`src/rtl/lsu_pkg.sv`:
```
// Shared definitions for the load/store unit: RV32I funct3 codes, access sizes,
// FSM states and the legality/alignment helpers used when an access is accepted.
package lsu_pkg;

  localparam logic [2:0] F3_B  = 3'b000;
  localparam logic [2:0] F3_H  = 3'b001;
  localparam logic [2:0] F3_W  = 3'b010;
  localparam logic [2:0] F3_BU = 3'b100;
  localparam logic [2:0] F3_HU = 3'b101;

  typedef enum logic [1:0] {
    SZ_B = 2'd0,
    SZ_H = 2'd1,
    SZ_W = 2'd2
  } size_e;

  typedef enum logic {
    S_IDLE,
    S_REQ
  } state_e;

  // Unsigned widths only exist for loads.
  function automatic logic f3_legal(input logic [2:0] f3, input logic is_load);
    case (f3)
      F3_B, F3_H, F3_W: return 1'b1;
      F3_BU, F3_HU:     return is_load;
      default:          return 1'b0;
    endcase
  endfunction

  function automatic logic f3_aligned(input logic [2:0] f3, input logic [1:0] off);
    case (f3[1:0])
      2'b01:   return ~off[0];
      2'b10:   return off == 2'b00;
      default: return 1'b1;
    endcase
  endfunction

endpackage

```
`src/rtl/lsu_align.sv`:
```
// Byte-lane steering: store data replication plus write strobes, and load byte/half
// extraction with sign or zero extension.
module lsu_align
  import lsu_pkg::*;
(
  input  size_e       st_size_i,
  input  logic [1:0]  st_off_i,
  input  logic [31:0] st_data_i,
  output logic [3:0]  st_strb_o,
  output logic [31:0] st_lanes_o,
  input  size_e       ld_size_i,
  input  logic        ld_unsigned_i,
  input  logic [1:0]  ld_off_i,
  input  logic [31:0] ld_rdata_i,
  output logic [31:0] ld_data_o
);

  logic [31:0] ld_shifted;
  logic [7:0]  ld_byte;
  logic [15:0] ld_half;

  // NOTE: every output gets a default before the case so no latch is inferred.
  always_comb begin
    st_strb_o  = 4'hF;
    st_lanes_o = st_data_i;
    case (st_size_i)
      SZ_B: begin
        st_strb_o  = 4'b0001 << st_off_i;
        st_lanes_o = {4{st_data_i[7:0]}};
      end
      SZ_H: begin
        st_strb_o  = 4'b0011 << st_off_i;
        st_lanes_o = {2{st_data_i[15:0]}};
      end
      default: ;
    endcase
  end

  always_comb begin
    ld_shifted = ld_rdata_i >> {ld_off_i, 3'b000};
    ld_byte    = ld_shifted[7:0];
    ld_half    = ld_off_i[1] ? ld_rdata_i[31:16] : ld_rdata_i[15:0];
    ld_data_o  = ld_rdata_i;
    case (ld_size_i)
      SZ_B: ld_data_o = ld_unsigned_i ? {24'h0, ld_byte} : {{24{ld_byte[7]}}, ld_byte};
      SZ_H: ld_data_o = ld_unsigned_i ? {16'h0, ld_half} : {{16{ld_half[15]}}, ld_half};
      default: ;
    endcase
  end

endmodule

```
`src/rtl/load_store_unit.sv`:
```
// Memory-access stage: accepts one load/store from EX, runs it over a req/ready
// handshake with an optional timeout, and returns formatted load data for writeback.
module load_store_unit
  import lsu_pkg::*;
#(
  parameter int TIMEOUT = 255
) (
  input  logic        clk,
  input  logic        reset,
  input  logic        ex_valid,
  input  logic        ex_load,
  input  logic        ex_store,
  input  logic [2:0]  funct3,
  input  logic [31:0] addr,
  input  logic [31:0] wdata,
  output logic        stall,
  output logic        wb_valid,
  output logic [31:0] wb_data,
  output logic        fault,
  output logic        mem_req,
  output logic        mem_we,
  output logic [31:0] mem_addr,
  output logic [3:0]  mem_wstrb,
  output logic [31:0] mem_wdata,
  input  logic        mem_ready,
  input  logic [31:0] mem_rdata
);

  localparam int CNT_W = (TIMEOUT > 1) ? $clog2(TIMEOUT) : 1;
  localparam logic [CNT_W-1:0] CNT_LAST = CNT_W'((TIMEOUT > 0) ? TIMEOUT - 1 : 0);

  state_e            state_q;
  logic              we_q;
  logic [31:0]       addr_q;
  logic [3:0]        wstrb_q;
  logic [31:0]       wdata_q;
  size_e             size_q;
  logic              uns_q;
  logic [1:0]        off_q;
  logic [CNT_W-1:0]  cnt_q;
  logic              wb_valid_q;
  logic [31:0]       wb_data_q;
  logic              fault_q;

  logic        idle;
  logic        one_op;
  logic        start_ok;
  logic        start_bad;
  logic        timeout_hit;
  logic [3:0]  st_strb;
  logic [31:0] st_lanes;
  logic [31:0] ld_data;

  assign idle      = (state_q == S_IDLE);
  assign one_op    = ex_load ^ ex_store;
  assign start_ok  = idle & ex_valid & one_op & f3_legal(funct3, ex_load)
                   & f3_aligned(funct3, addr[1:0]);
  assign start_bad = idle & ex_valid & ~start_ok & (ex_load | ex_store);
  assign timeout_hit = (TIMEOUT > 0) && !mem_ready && (cnt_q == CNT_LAST);

  assign stall     = (idle & start_ok) | (!idle & !mem_ready);
  assign mem_req   = !idle;
  assign mem_we    = we_q;
  assign mem_addr  = addr_q;
  assign mem_wstrb = wstrb_q;
  assign mem_wdata = wdata_q;
  assign wb_valid  = wb_valid_q;
  assign wb_data   = wb_data_q;
  assign fault     = fault_q;

  lsu_align u_align (
    .st_size_i     (size_e'(funct3[1:0])),
    .st_off_i      (addr[1:0]),
    .st_data_i     (wdata),
    .st_strb_o     (st_strb),
    .st_lanes_o    (st_lanes),
    .ld_size_i     (size_q),
    .ld_unsigned_i (uns_q),
    .ld_off_i      (off_q),
    .ld_rdata_i    (mem_rdata),
    .ld_data_o     (ld_data)
  );

  // NOTE: sequential state uses non-blocking assignments only, so every register
  // samples the pre-edge values regardless of statement order.
  always_ff @(posedge clk or posedge reset) begin
    if (reset) begin
      state_q    <= S_IDLE;
      we_q       <= 1'b0;
      addr_q     <= '0;
      wstrb_q    <= '0;
      wdata_q    <= '0;
      size_q     <= SZ_B;
      uns_q      <= 1'b0;
      off_q      <= '0;
      cnt_q      <= '0;
      wb_valid_q <= 1'b0;
      wb_data_q  <= '0;
      fault_q    <= 1'b0;
    end else begin
      wb_valid_q <= 1'b0;
      fault_q    <= 1'b0;
      case (state_q)
        S_IDLE: begin
          if (start_ok) begin
            state_q <= S_REQ;
            we_q    <= ex_store;
            addr_q  <= {addr[31:2], 2'b00};
            wstrb_q <= ex_store ? st_strb : 4'h0;
            wdata_q <= st_lanes;
            size_q  <= size_e'(funct3[1:0]);
            uns_q   <= funct3[2];
            off_q   <= addr[1:0];
            cnt_q   <= '0;
          end else if (start_bad) begin
            fault_q <= 1'b1;
          end
        end
        S_REQ: begin
          if (mem_ready) begin
            state_q <= S_IDLE;
            if (!we_q) begin
              wb_valid_q <= 1'b1;
              wb_data_q  <= ld_data;
            end
          end else if (timeout_hit) begin
            state_q <= S_IDLE;
            fault_q <= 1'b1;
          end else begin
            cnt_q <= cnt_q + CNT_W'(1);
          end
        end
        default: state_q <= S_IDLE;
      endcase
    end
  end

endmodule

```
`config.mk`:
```
export PLATFORM = sky130hd
export DESIGN_NAME = load_store_unit
export DESIGN_NICKNAME = d
export VERILOG_FILES = /design/src/rtl/lsu_pkg.sv /design/src/rtl/lsu_align.sv /design/src/rtl/load_store_unit.sv
export SDC_FILE = /design/constraint.sdc
export NUM_CORES = 1
export LEC_CHECK = 0
export BUFFER_PORTS_ARGS = -buffer_cell sky130_fd_sc_hd__buf_2
export CORE_MARGIN = 2
export CORE_UTILIZATION = 25
export CTS_CLUSTER_DIAMETER = 60
export DETAILED_ROUTE_END_ITERATION = 16
export SYNTH_ARGS = -nofsm -noshare
export SYNTH_HDL_FRONTEND = slang
export SYNTH_HIERARCHICAL = 1
export SYNTH_SLANG_ARGS = --single-unit
export TNS_END_PERCENT = 30
```
`constraint.sdc`:
```
create_clock -name clk -period 4.8 [get_ports clk]
set_clock_uncertainty 0.05 [all_clocks]
set_input_delay 0.48 -clock clk [delete_from_list [all_inputs] [get_ports clk]]
set_output_delay 0.48 -clock clk [all_outputs]
set_load 0.02 [all_outputs]
```
-- After elaboration in Yosys (flattened, before gate mapping)
Index checks and enable logic that the tools add are counted.
- multiplexer cells: 25
- equal/unequal tests: 11
- magnitude comparators: 0
- reduce and logical (&&, ||, !) cells: 11
- $mul: 0
- add/subtract/negate cells: 1
- bitwise logic cells: 15
- shifts and indexed selects: 3
- divide/modulo/power cells: 0
- operator list (kind ; number):
    $pmux 32 s2 ; 2
    $mux 32 ; 2
    $shr 32x5->8 ; 1
    $mux 8 ; 3
    $mux 16 ; 1
    $pmux 8 s2 ; 1
    $mux 1 ; 10
    $add 8x1->8 const B ; 1
    $and 1x1->1 ; 8
    $eq 8x8->1 const B ; 1
    $pmux 1 s2 ; 4
    $pmux 4 s2 ; 1
    $eq 3x3->1 const B ; 2
    $logic_not 2->1 ; 3
    $reduce_and 3->1 ; 2
    $eq 2x1->1 const B ; 2
    $mux 4 ; 1
    $ne 2x2->1 const B ; 2
    $not 1->1 ; 4
    $shl 1x2->4 const A ; 1
    $shl 2x2->4 const A ; 1
    $eq 3x1->1 const B ; 1
    $eq 3x2->1 const B ; 1
    $logic_not 3->1 ; 1
    9 further kinds ; 10
- memories kept: 0
- input port bits: 105
- bits in registers: 115
- logic and storage cells: 78
- output and inout bits: 105
- bits in read-only memories: 0
- memory bits (writable): 0
- latch bits: 0

-- Longest topological paths before layout
- depth in word-level cells: 11
- mapped depth: 8
- gate-level depth less buffers: 6

-- Hierarchy
Netlist, hierarchy kept.
- by module, submodules not included (module ; area each (µm²) ; instances ; cells an instance ; sequential area each (µm²)):
    load_store_unit ; 4621.9 ; 1 ; 372 ; 2877.8
    lsu_align ; 1173.6 ; 1 ; 157 ; 0.0

-- Worst setup path before layout
Ideal clock, no wire load.
- path kind: in2out
- start point: input funct3[0]
- end point: output stall
- arrival: 1717 ps
- buffers on the path: 1
- slack: 2553 ps
- stages: 7
- required time: 4270 ps
- cells stage by stage: inv_1 ha_1 nand2_1 o2111ai_2 or2_1 buf_6 nand2_1
- cells in the longest elaborated chain, start to end: 7
- elaborated cells between the ends (all ways): 15
- those cells by class: 6 x eq/ne; 2 x mux; 4 x bitwise; 3 x reduce/logical
- RTL lines (element ; RTL line ; text):
    from (decl) ; load_store_unit.sv:13 ; input logic [2:0] funct3,
    $eq 3x1->1, or another cell as far along ; lsu_pkg.sv:24 ; case (f3)
    $reduce_or 3->1 / $reduce_or 2->1 (equally long branches) ; lsu_pkg.sv:24 ;
    $pmux 1 s2 ; lsu_pkg.sv:24 ;
    $and 1x1->1 ; load_store_unit.sv:56 ; assign start_ok = idle & ex_valid & one_op & f3_legal(funct3, ex_load)
    $and 1x1->1 * ; load_store_unit.sv:57 ; & f3_aligned(funct3, addr[1:0]);
    $and 1x1->1 * ; load_store_unit.sv:61 ; assign stall = (idle & start_ok) | (!idle & !mem_ready);
    $or 1x1->1 * ; load_store_unit.sv:61 ;
    to (decl) ; load_store_unit.sv:16 ; output logic stall,
Mark *: on every way between the ends. The rest lies on a longest branch, timed or not.

-- Worst setup path after layout
- start point: input funct3[1]
- end point: output stall
Same word-level chain as after synthesis.

==> results.md <==
- Hold WC Path Type: in -> async
- I/O Buffers: a little over 200
- Die X-Extent: around 160 um
- P_sw: between 0.0015 and 0.002 W
- Top cells by area, synth: dfrtp_1 50%, mux2_2 16%, nand2_1 8.7%
- DP HPWL: 11500 um
- EDFF count, synth: 0
- Area after DPL: about 0.0070 mm^2
- Arrival @ worst endpoint: 2.54 ns
- Post-CTS Setup Inserts: 0
- # hold bufs at CTS: 0
- Area delta synth->final: 30.5%
- Crit path from: funct3[1]
- H-tree depth: 4
- CP max FO: 31
- Sequential share of power: about a third
- Hold Fails Final Rpt: 0
- CP Data Required Time: ~4.3 ns
- PwrDens: around 590 mW/mm^2
- Final Slew Violations: 0
- Drt wl/cell: approximately 16 um
- Grt total ovfl: 0
- CTS Buf Count: 17
- Post-layout util: between 30% and 40%
- Worst skew pair latency: ~0.4 ns
- CP Capture Type: output port
- Drt total wl: about 16000 um
- Yosys top cell area share: approximately half
- Clock share of power: between 20% and 30%
- Type of origin of the critical path: primary input
- Main synth FF type: dfrtp_1
- Synth Area per Inst: between 10 and 15 um^2
- Number of max-cap violations: 0
- Synth Instances: 529
- First-pass GRT wire length: roughly 26000 um
- Clock sinks: roughly 120
- Drt pass-1 iters: 4
- Layout cells sized above 1: 46.8%
- Root Buffer: clkbuf_16
- Clock slew at reported path FFs: 0.06 ns
- Yosys warning count: 6
- CP top delay family: buffers and inverters
- Die height: approximately 160 um
- Cell variety after synth: 54
- Routed vias/inst: about 4.6
- CP most frequent cell: buf_2
- CP max-delay cell: o32ai_4
- Maximum vdd ir drop: 0.000237 V
- Net Sw Frac: between 30% and 40%
- Crit share post-route: 64.0%
- GPL Wtd Cong: 0.767
- Post-DRT Antenna Nets: 0
- Slew margin rel.: 30.1%
- Antenna violations before repair: 1
- Flops & latches, synth: approximately 120
- Setup TNS: 0 ns
- Vias: approximately 4700
- Post-Syn Area: ~0.0058 mm^2
- Starting Density: around 26%
- Final Instance Count excl. Fillers: about 1000
- CP peak stage delay: about 0.47 ns
- I/O pin cnt: 210
- Status: finished, final reports clean
- Final Critical Period: just over 3 ns
- Worst Path Buf+Inv: 3
- Tot GR Track Use: a little over an eighth
- Vias in the first global route: ~4700
- Crit path cell chain: buf_2, inv_1, ha_1, o32ai_4, or2_1, nand2_1, buf_2
- Placed cell count: between 900 and 1000
- Die area: 0.0244 mm^2
- Maximum clock path buffer count: 2
- Rows: 55
- # nets final: between 800 and 900
- FMAX: approximately 0.33 GHz
- Hold Slack: 0.225 ns
- Fillers: 2370
- CTS tree: yes
- Cell taking the most area after synthesis: dfrtp_1
- Async SR Flop Fraction: between 90% and 100%
- Reg-to-reg critical path startpoint: mem_req
- Worst Tran Pin Value: 1.05 ns
- RSZ-0062 raised after global routing: no
- Sequential fraction of the synthesis area: about 50%
- P_int: approximately 0.0028 W
- Setup violations, final: 0
- Starting DRT DRC Count: between 200 and 250
- Combinational Power Share: 37.6%
- Pin count of the biggest net entering global routing: 76
- Post-cts resize count: 0
- Leak pwr: 3.76 nW
- CORE AREA: 0.0227 mm^2
- Final Cell Area: about 0.0076 mm^2
- WS Path Type: in -> out
- DRC violations left: 0
==> state kept, by name (all words and copies together), names as in the netlist <==
register,cells
mem_addr,30
uns_q,1
cnt_q,8
wb_valid,1
mem_wstrb,4
mem_we,1
mem_req,1
off_q,2
size_q,2
wb_data,32
fault,1
mem_wdata,32
==> synth_stat cells, drive strengths merged, types with 5 or more instances <==
cell type,instances
nand2,134
mux2i,15
ha,6
nand2b,5
a221o,12
nor2b,5
inv,10
dfrtp,115
mux2,86
buf,27
clkbuf,11
o21ai,42
nor2,10
a22o,8
==> layout make-up <==
cell class	instances	area [um^2]	area share (%)
diodes	2	5.00	0.0662
flip-flops and latches	115	2880	38.1
repair buffers	211	1080	14.3
multi-input cells	367	2630	34.8
clock inverters	10	98.8	1.31
clock buffers	22	474	6.27
well taps	285	357	4.72
inverters	10	40.0	0.529
==> per-layer routing <==
metal  vias up  part of all wire [%]  global-route usage (%)
li1       2242                     -                       -
met1      2236                    43                    16.9
met2       173                    48                    21.6
met3        11                   8.5                    5.04
met4         0                   1.0                    3.84
met5         -                     0                       0
==> cells in the final DEF, fill, tap and decap left out, drive strengths merged, types with 3 or more instances in the layout <==
master / n
nor3b: 3
mux2i: 15
ha: 6
or2: 3
dfrtp: 115
nand2: 134
mux2: 86
nor2b: 5
o21ai: 42
clkbuf: 22
nand2b: 5
and4b: 4
clkinvlp: 5
a221o: 12
xnor2: 3
a22o: 8
nor2: 10
o221a: 4
buf: 211
inv: 12
==> worst paths after layout <==
check                                end  slack (ns)  cells past startpoint
setup / recovery                   stall        1.73                      7
hold / removal              mem_addr[23]        0.23                      2
setup reg to reg            mem_addr[27]        2.31                      5
hold reg to reg               wb_data[1]        0.41                      2
max in group asynchronous  mem_wdata[15]        3.32                      3
min in group clk            mem_addr[12]        0.25                      2
==> cell families after synthesis <==
kind of cell             after synthesis  share of synthesized area (%)
buffers and inverters                 48                           5.01
AND/OR/NAND/NOR                      177                           13.8
AO/OA/AOI/OAI                         76                           9.37
XOR/XNOR                               4                          0.605
flip-flops                           115                           49.7
other                                  1                         0.0647
adder cells (fa/ha/maj)                6                           1.30
multiplexers                         102                           20.2
==> per-stage QoR <==
step | total power (W) | setup WS [ns]
floorplan | 0.00271 | 1.23
global placement | 0.00326 | 1.60
detailed placement | 0.00329 | 1.50
CTS | 0.00455 | 1.71
global route | 0.00478 | 1.50
finish | 0.00448 | 1.73
==> power by group through the flow <==
stage          Sequential, W  Clock, W  Combinational [W]
6_report             0.00157   0.00123            0.00168
5_1_grt              0.00163   0.00132            0.00183
4_1_cts              0.00158   0.00127            0.00170
3_5_place_dp         0.00159         0            0.00170
3_3_place_gp         0.00158         0            0.00168
2_1_floorplan        0.00198         0           0.000729
==> worst reg2reg max path, cell delays in order (launching register included) <==
cell and delay (ns):
dfrtp_1 0.46, nor2b_2 0.26, o2111ai_2 0.29, nor2_4 0.54
buf_12 0.33, mux2_2 0.46
(Power assumes the default switching activity.)
